<file path="config.mk">
export PLATFORM = sky130hd
export DESIGN_NAME = execute_stage
export DESIGN_NICKNAME = d
export VERILOG_FILES = /design/src/rtl/execute_stage.sv
export SDC_FILE = /design/constraint.sdc
export NUM_CORES = 1
export LEC_CHECK = 0
export CAP_MARGIN = 10
export CORE_ASPECT_RATIO = 0.5
export CORE_MARGIN = 8
export CORE_UTILIZATION = 40
export CTS_CLUSTER_DIAMETER = 60
export DETAILED_ROUTE_END_ITERATION = 10
export HOLD_SLACK_MARGIN = 0.03
export MAX_ROUTING_LAYER = met4
export PLACE_DENSITY = 0.67
export SYNTH_ARGS = -nofsm -noshare
export SYNTH_HDL_FRONTEND = slang
export SYNTH_SLANG_ARGS = --single-unit
</file>
<file path="constraint.sdc">
create_clock -name clk -period 7.6 [get_ports clk]
set_clock_uncertainty 0.1 [all_clocks]
set_input_delay 1.52 -clock clk [delete_from_list [all_inputs] [get_ports clk]]
set_output_delay 1.52 -clock clk [all_outputs]
set_load 0.02 [all_outputs]
</file>
<file path="src/rtl/execute_stage.sv">
// ----------------------------------------------------------------------------
// execute_stage
//
// Pipeline E register plus the execute stage of a 5-stage Y86-64 pipeline.
// On every rising clock edge the decode outputs (d_*) are captured into the
// E register, unless a reset or a bubble is requested. A bubble turns the slot
// into a nop. The stage has no stall input, so E never holds its contents.
// The ALU result, the CMOVXX/JXX condition and the bypass destination are
// all computed combinationally from the E register in the same cycle.
// The stage also owns the condition-code register {ZF,SF,OF}.
//
// Optional feature macro: EXEC_OPCNT_EN
//   When defined, this file adds the op_count output. It is a 32-bit count of
//   the clock edges on which the condition codes were written. The counter
//   wraps.
//
// Ports
//   clk, reset          pipeline clock (rising edge), synchronous active-high reset
//   E_bubble            load a nop bubble into E this edge
//   d_*                 decode-stage outputs captured into E
//   m_stat, W_stat      downstream status; an exception there blocks CC writes
//   E_icode/E_dstM/E_srcA/E_srcB   registered fields for the hazard unit
//   e_stat/e_icode/e_valA/e_dstM   copies of E fields toward the M register
//   e_Cnd               condition result (meaningful for cmovXX / jXX)
//   e_valE              ALU result
//   e_dstE              effective destination (RNONE for a cmov not taken)
//   cc                  {ZF,SF,OF} register contents
//   op_count            (EXEC_OPCNT_EN only) count of CC-write edges
// ----------------------------------------------------------------------------
module execute_stage #(
   parameter logic [3:0] RNONE    = 4'hF,
   parameter logic [2:0] STAT_AOK = 3'd1,
   parameter logic [2:0] STAT_HLT = 3'd2,
   parameter logic [2:0] STAT_ADR = 3'd3,
   parameter logic [2:0] STAT_INS = 3'd4
) (
   input  logic        clk,
   input  logic        reset,
   input  logic        E_bubble,
   input  logic [2:0]  d_stat,
   input  logic [3:0]  d_icode,
   input  logic [3:0]  d_ifun,
   input  logic [63:0] d_valC,
   input  logic [63:0] d_valA,
   input  logic [63:0] d_valB,
   input  logic [3:0]  d_dstE,
   input  logic [3:0]  d_dstM,
   input  logic [3:0]  d_srcA,
   input  logic [3:0]  d_srcB,
   input  logic [2:0]  m_stat,
   input  logic [2:0]  W_stat,
   output logic [3:0]  E_icode,
   output logic [3:0]  E_dstM,
   output logic [3:0]  E_srcA,
   output logic [3:0]  E_srcB,
   output logic [2:0]  e_stat,
   output logic [3:0]  e_icode,
   output logic        e_Cnd,
   output logic [63:0] e_valE,
   output logic [63:0] e_valA,
   output logic [3:0]  e_dstE,
   output logic [3:0]  e_dstM,
   output logic [2:0]  cc
`ifdef EXEC_OPCNT_EN
   ,
   output logic [31:0] op_count
`endif
);

   // Instruction codes that steer the ALU operand selection
   localparam logic [3:0] I_NOP    = 4'h1;
   localparam logic [3:0] I_RRMOVQ = 4'h2;
   localparam logic [3:0] I_IRMOVQ = 4'h3;
   localparam logic [3:0] I_RMMOVQ = 4'h4;
   localparam logic [3:0] I_MRMOVQ = 4'h5;
   localparam logic [3:0] I_OPQ    = 4'h6;
   localparam logic [3:0] I_CALL   = 4'h8;
   localparam logic [3:0] I_RET    = 4'h9;
   localparam logic [3:0] I_PUSHQ  = 4'hA;
   localparam logic [3:0] I_POPQ   = 4'hB;

   // ALU function codes (OPq ifun)
   localparam logic [3:0] ALU_ADD = 4'h0;
   localparam logic [3:0] ALU_SUB = 4'h1;
   localparam logic [3:0] ALU_AND = 4'h2;
   localparam logic [3:0] ALU_XOR = 4'h3;

   // Condition codes live in cc_reg as {ZF,SF,OF}
   localparam logic [2:0] CC_RESET = 3'b100;

   // ------------------------------------------------------------------------
   // E register
   // ------------------------------------------------------------------------
   logic [2:0]  ex_stat_reg;
   logic [3:0]  ex_icode_reg;
   logic [3:0]  ex_ifun_reg;
   logic [63:0] ex_valc_reg;
   logic [63:0] ex_vala_reg;
   logic [63:0] ex_valb_reg;
   logic [3:0]  ex_dste_reg;
   logic [3:0]  ex_dstm_reg;
   logic [3:0]  ex_srca_reg;
   logic [3:0]  ex_srcb_reg;

   always_ff @(posedge clk) begin
      if (reset || E_bubble) begin
         // A reset and a bubble both leave a plain nop in the slot
         ex_stat_reg  <= STAT_AOK;
         ex_icode_reg <= I_NOP;
         ex_ifun_reg  <= 4'h0;
         ex_valc_reg  <= 64'd0;
         ex_vala_reg  <= 64'd0;
         ex_valb_reg  <= 64'd0;
         ex_dste_reg  <= RNONE;
         ex_dstm_reg  <= RNONE;
         ex_srca_reg  <= RNONE;
         ex_srcb_reg  <= RNONE;
      end else begin
         ex_stat_reg  <= d_stat;
         ex_icode_reg <= d_icode;
         ex_ifun_reg  <= d_ifun;
         ex_valc_reg  <= d_valC;
         ex_vala_reg  <= d_valA;
         ex_valb_reg  <= d_valB;
         ex_dste_reg  <= d_dstE;
         ex_dstm_reg  <= d_dstM;
         ex_srca_reg  <= d_srcA;
         ex_srcb_reg  <= d_srcB;
      end
   end

   // ------------------------------------------------------------------------
   // ALU operand selection
   // ------------------------------------------------------------------------
   logic [63:0] alu_a;
   logic [63:0] alu_b;
   logic [3:0]  alu_fun;

   always_comb begin
      alu_a = 64'd0;
      unique case (ex_icode_reg)
         I_RRMOVQ, I_OPQ:             alu_a = ex_vala_reg;
         I_IRMOVQ, I_RMMOVQ, I_MRMOVQ: alu_a = ex_valc_reg;
         I_CALL, I_PUSHQ:             alu_a = -64'sd8;
         I_RET, I_POPQ:               alu_a = 64'd8;
         default:                     alu_a = 64'd0;
      endcase
   end

   always_comb begin
      alu_b = 64'd0;
      unique case (ex_icode_reg)
         I_RMMOVQ, I_MRMOVQ, I_OPQ,
         I_CALL, I_RET, I_PUSHQ, I_POPQ: alu_b = ex_valb_reg;
         default:                        alu_b = 64'd0;
      endcase
   end

   assign alu_fun = (ex_icode_reg == I_OPQ) ? ex_ifun_reg : ALU_ADD;

   // ------------------------------------------------------------------------
   // ALU and new condition codes
   // ------------------------------------------------------------------------
   logic [63:0] alu_out;
   logic        alu_fun_ok;
   logic        new_zf;
   logic        new_sf;
   logic        new_of;

   always_comb begin
      alu_out    = 64'd0;
      alu_fun_ok = 1'b1;
      new_of     = 1'b0;
      unique case (alu_fun)
         ALU_ADD: begin
            alu_out = alu_b + alu_a;
            new_of  = (alu_a[63] == alu_b[63]) && (alu_out[63] != alu_a[63]);
         end
         ALU_SUB: begin
            alu_out = alu_b - alu_a;
            new_of  = (alu_b[63] != alu_a[63]) && (alu_out[63] != alu_b[63]);
         end
         ALU_AND: alu_out = alu_b & alu_a;
         ALU_XOR: alu_out = alu_b ^ alu_a;
         default: begin
            // Undefined OPq function: produce zero and leave the CCs alone
            alu_out    = 64'd0;
            alu_fun_ok = 1'b0;
         end
      endcase
   end

   assign new_zf = (alu_out == 64'd0);
   assign new_sf = alu_out[63];

   // Any exception further down the pipe means this OPq must not be
   // allowed to affect architectural state.
   logic m_exc;
   logic w_exc;
   logic set_cc;

   assign m_exc  = (m_stat == STAT_ADR) || (m_stat == STAT_INS) || (m_stat == STAT_HLT);
   assign w_exc  = (W_stat == STAT_ADR) || (W_stat == STAT_INS) || (W_stat == STAT_HLT);
   assign set_cc = (ex_icode_reg == I_OPQ) && alu_fun_ok && !m_exc && !w_exc;

   // ------------------------------------------------------------------------
   // Condition-code register (reset only; a bubble leaves it untouched)
   // ------------------------------------------------------------------------
   logic [2:0] cc_reg;

   always_ff @(posedge clk) begin
      if (reset) begin
         cc_reg <= CC_RESET;
      end else if (set_cc) begin
         cc_reg <= {new_zf, new_sf, new_of};
      end
   end

   // ------------------------------------------------------------------------
   // Condition evaluation uses the CC value from before this instruction's
   // own update. The decoding is shared by cmovXX and jXX.
   // ------------------------------------------------------------------------
   logic cc_zf;
   logic cc_sf;
   logic cc_of;
   logic cc_lt;
   logic cnd;

   assign {cc_zf, cc_sf, cc_of} = cc_reg;
   assign cc_lt = cc_sf ^ cc_of;

   always_comb begin
      cnd = 1'b0;
      unique case (ex_ifun_reg)
         4'h0:    cnd = 1'b1;
         4'h1:    cnd = cc_lt | cc_zf;
         4'h2:    cnd = cc_lt;
         4'h3:    cnd = cc_zf;
         4'h4:    cnd = ~cc_zf;
         4'h5:    cnd = ~cc_lt;
         4'h6:    cnd = ~cc_lt & ~cc_zf;
         default: cnd = 1'b0;
      endcase
   end

   // ------------------------------------------------------------------------
   // Outputs
   // ------------------------------------------------------------------------
   assign E_icode = ex_icode_reg;
   assign E_dstM  = ex_dstm_reg;
   assign E_srcA  = ex_srca_reg;
   assign E_srcB  = ex_srcb_reg;

   assign e_stat  = ex_stat_reg;
   assign e_icode = ex_icode_reg;
   assign e_valA  = ex_vala_reg;
   assign e_dstM  = ex_dstm_reg;
   assign e_Cnd   = cnd;
   assign e_valE  = alu_out;
   assign cc      = cc_reg;

   // A conditional move whose condition fails must not write its target
   assign e_dstE  = ((ex_icode_reg == I_RRMOVQ) && !cnd) ? RNONE : ex_dste_reg;

`ifdef EXEC_OPCNT_EN
   logic [31:0] op_count_reg;

   always_ff @(posedge clk) begin
      if (reset) begin
         op_count_reg <= 32'd0;
      end else if (set_cc) begin
         op_count_reg <= op_count_reg + 32'd1;
      end
   end

   assign op_count = op_count_reg;
`endif

endmodule

</file>
Yosys cells after proc, flatten, opt, wreduce, memory -nomap -nowiden:

Cells that the tools add are included.

* $add $sub $neg: 2
* equal/unequal tests: 28
* multiplexer cells: 8
* bitwise gates (word level): 7
* reduce and logical (&&, ||, !) cells: 23

Operator list (number)
* $pmux 64 s4: 2
* $add 64x64->64: 1
* $and 64x64->64: 1
* $logic_not 64->1: 1
* $mux 64: 1
* $sub 64x64->64: 1
* $xor 64x64->64: 1
* $eq 4x2->1 const B: 6
* $eq 4x3->1 const B: 6
* $eq 4x4->1 const B: 4
* $eq 3x2->1 const B: 4
* $eq 4x1->1 const B: 2
* $logic_not 4->1: 2
* $mux 4: 2
* $pmux 1 s7: 1
* $reduce_or 7->1: 1
* $eq 3x3->1 const B: 2
* $logic_and 1x1->1: 6
* $reduce_or 2->1: 3
* $logic_or 1x1->1: 5
* $reduce_or 4->1: 1
* $logic_not 1->1: 3
* $ne 1x1->1: 3
* $reduce_or 3->1: 1
* 7 further kinds: 8

* bits in registers: 222
* input port bits: 228
* output and inout port bits: 163

Logic depth before layout (Yosys ltp):

* word-level depth: 8
* gate-level depth with buffers: 23

Least setup slack after synthesis:

OpenSTA, ideal clock, no wires.

* path kind: register to output
* start: reg ex_icode_reg[3] (netlist: E_icode[3])
* end: out e_valE[58]
* arrival: 5.131 ns
* data required time: 5.980 ns
* path slack: 0.849 ns
* cell stages (with the launch flop): 20
* buffers on the path: 5
* cells stage by stage: dfxtp_1 > buf_4 > nor2b_2 > and2b_1 > buf_2 > clkbuf_1 > buf_1 > a221oi_1 > ha_1 > clkbuf_1 > nor4_1 > nand2_1 > a2111oi_0 > nor3_1 > nand2_1 > o31ai_1 > o311ai_1 > a311oi_1 > o21a_1 > o311ai_1

* word-level cells in the longest chain between the ends: 5

Ends and longest elaborated chain
* start, declared: line 95 `logic [3:0] ex_icode_reg;`
* start signal, assigned: line 120 `ex_icode_reg <= d_icode;`
* $eq 4x3->1 (tied with other cells): line 141, 152
* $reduce_or 3->1 (tied with other cells): line 141 `unique case (ex_icode_reg)`
* $pmux 64 s4 / $mux 64 (equally long branches): line 141, 152
* $sub 64x64->64 (tied with other cells): line 180 `alu_out = alu_b - alu_a;`
* $pmux 64 s4 (*): line 174 `unique case (alu_fun)`
* end, declared: line 59 `output logic [63:0] e_valE,`

Mark *: on every way between the ends. The rest lies on a longest branch, timed or not.

Final worst setup path:

* start: reg ex_icode_reg[1] (netlist: E_icode[1])
* end: out e_valE[61]

Same word-level chain as after synthesis.

==> out/qor.csv <==
metric,value,unit
power_leakage,0.0117,µW
async_flop_share,0,
synth.net_count,2748,
dp_hpwl,79.4,mm
report.final.slew_viol_count,0,
final_common_cell,clkdlybuf4s50_1,
synthFlopType,dfxtp_1,
hold_viol_final,0,
worstSkewPairLatency,0.58,ns
rows,55,
dp_cells,3533,
root_buffer,clkbuf_16,
finalNetCount,3334,
timing.final.crit_share,0.996,
grt_pass1_vias,20500,
final.min_clock_period,7.57,ns
first_iter_violations,2762,
synthDistinctLibCells,103,
clock_path_buffers,3,
grt_antenna_before_repair,1,
synth.area.top_cells,"dfxtp_1, and2_1, ha_1",
area.growth.synth_to_final,43.8,%
grt_pass1_wl,142,mm
slew_headroom,0.365,
cts_tree,built,
synth-seq-cells,222,
maxCapViolations,0,
fin_cells,3586,
cts_sinks,222,
critPathRequiredTime,5.98,ns
fmax,132,MHz
worstPathArrival,5.95,ns
postRouteAntennaNets,0,
cp-end-kind,primary output,
start_util,0.402,
path_class,flop to primary output,
min_path_type,flop to flop,
fp.dieW,316,µm
routed_wl,98.4,mm
dp_worst_setup_slack,-0.313,ns
start_kind,flop,
syn_area_per_cell,7.55,µm²
syn-instance-count,2385,
dieArea,52500,µm²
vias,21800,
synth_area_leader_cell,dfxtp_1,
coreArea,44800,µm²
gp_congestion,1.04,
cellPowerDensity,138,nW/µm²
yosysSeqAreaShare,0.247,
tightestPinTransition,0.950,ns
peakVddDrop,215,µV
fillers,4192,
yosys_warnings,0,
synth_edf_count,0,
status,finished clean,
drc,0,
setup_viol,0,
via_per_inst,6.07,
drive_gt1_frac,0.166,
synth_area,18000,µm²
die_h,166,µm
hold_buffers,0,
io_pins,391,
htreeDepth,1,
synth_top_area_share,0.247,
final_cell_mix,"clkdlybuf4s50_1, buf_4, and2_1",
grt_max_degree,83,
numCtsBuffers,24,
grt_overflow_total,0,
detail_route.first_pass.iterations,7,
rsz0062_at_grt,true,
path_max_fanout,13,
clk_pin_slew,0.07,ns
numPortBuffers,390,
grt.total_usage,0.369,
worst_slack,0.0330,ns
wl_per_cell,27.5,µm
## final timing paths
check / start / end / slack, ns / cells after the start
worst max-delay path: E_icode[1]$_SDFF_PP0_ / e_valE[61] / 0.03 / 25
worst max register to register: E_icode[1]$_SDFF_PP0_ / cc[2]$_SDFFE_PP1P_ / 0.46 / 25
worst min register to register: cc[0]$_SDFFE_PP0P_ / cc[0]$_SDFFE_PP0P_ / 0.42 / 2
worst min-delay path: cc[0]$_SDFFE_PP0P_ / cc[0]$_SDFFE_PP0P_ / 0.42 / 2
## repair_timing
item	CTS	global route
gates resized for setup	50	57
endpoints found under the setup margin	31	26
setup buffers	7	3
pin swaps	2	4
## layout make-up
cell class	instances	area, µm²	share of cell area
Antenna cell	1	2.50	0.0000967
Clock buffer	33	664	0.0257
Clock inverter	9	173	0.00667
Inverter	125	469	0.0181
Multi-Input combinational cell	1877	12900	0.500
Sequential cell	222	4450	0.172
Tap cell	598	748	0.0289
Timing Repair Buffer	721	6450	0.249
## synth_stat cells (11+ instances only)
| library cell | n |
|---|---|
| a211o_1 | 17 |
| a211oi_1 | 26 |
| a21o_1 | 35 |
| a21oi_1 | 195 |
| a221oi_1 | 76 |
| a31oi_1 | 22 |
| and2_1 | 274 |
| and3_1 | 15 |
| buf_1 | 13 |
| buf_2 | 14 |
| clkbuf_1 | 121 |
| dfxtp_1 | 222 |
| ha_1 | 133 |
| inv_1 | 121 |
| mux2i_1 | 15 |
| nand2_1 | 158 |
| nand2b_1 | 13 |
| nand3_1 | 47 |
| nand4_1 | 27 |
| nor2_1 | 200 |
| nor2b_1 | 26 |
| nor3_1 | 50 |
| nor4_1 | 25 |
| o211ai_1 | 34 |
| o21a_1 | 14 |
| o21ai_0 | 120 |
| o21bai_1 | 31 |
| o22ai_1 | 11 |
| o31ai_1 | 31 |
| or2_2 | 13 |
| or3_1 | 32 |
| xnor2_1 | 24 |
## power by group
part | internal, µW | leakage, µW | switching [µW] | total, µW
logic | 477 | 0.00946 | 586 | 1060
registers | 1210 | 0.00182 | 32.5 | 1240
clock network | 726 | 0.000406 | 546 | 1270
total | 2410 | 0.0117 | 1160 | 3580
## stage by stage
step           TNS [ns]  total power [µW]  cell area, µm²  hold WS, ns   util
2_1_floorplan         0              1760           18000        0.453      -
3_3_place_gp     -0.910              2270           24500        0.377  0.547
3_5_place_dp      -1.07              2270           24500        0.413  0.547
4_1_cts               0              3560           25600        0.420  0.572
5_1_grt          -0.259              3710           25900        0.460  0.578
6_report              0              3580           25900        0.422  0.578
## critical path, stage by stage, from the launching register on
cell      delay [ns]
dfxtp_1         0.39
nand2_1         0.09
mux2_2          0.29
nor2_4          0.19
buf_4           0.17
buf_4           0.11
a221oi_1        0.10
buf_4           0.19
ha_1            0.33
buf_4           0.21
inv_1           0.11
buf_4           0.16
a21oi_1         0.21
o31ai_1         0.16
o31ai_1         0.33
buf_4           0.21
a31oi_1         0.09
buf_4           0.19
o21ai_4         0.22
buf_4           0.17
nor2_1          0.07
a211o_1         0.31
a21oi_1         0.21
mux2_2          0.36
o22ai_1         0.26
buf_4           0.23
## per-layer routing
metal	vias up	GRT usage	share of wire
met1	10500	0.512	0.44
li1	9816	-	-
met4	0	0.112	0.037
met5	-	-	0
met2	1264	0.536	0.42
met3	198	0.0697	0.10
## kinds of logic (layout without fill, tap and decap cells)
logic type / after synthesis / after routing / share of synthesized area
AO/OA/AOI/OAI: 759 / 759 / 0.292
XOR/XNOR: 29 / 29 / 0.0141
adder cells (fa/ha/maj): 135 / 135 / 0.0947
buffers and inverters: 286 / 888 / 0.0636
flip-flops: 222 / 222 / 0.247
multiplexers: 23 / 23 / 0.0133
other: 0 / 1 / 0
AND/OR/NAND/NOR: 931 / 931 / 0.275
Note: power is estimated with default switching activity, not from simulation.
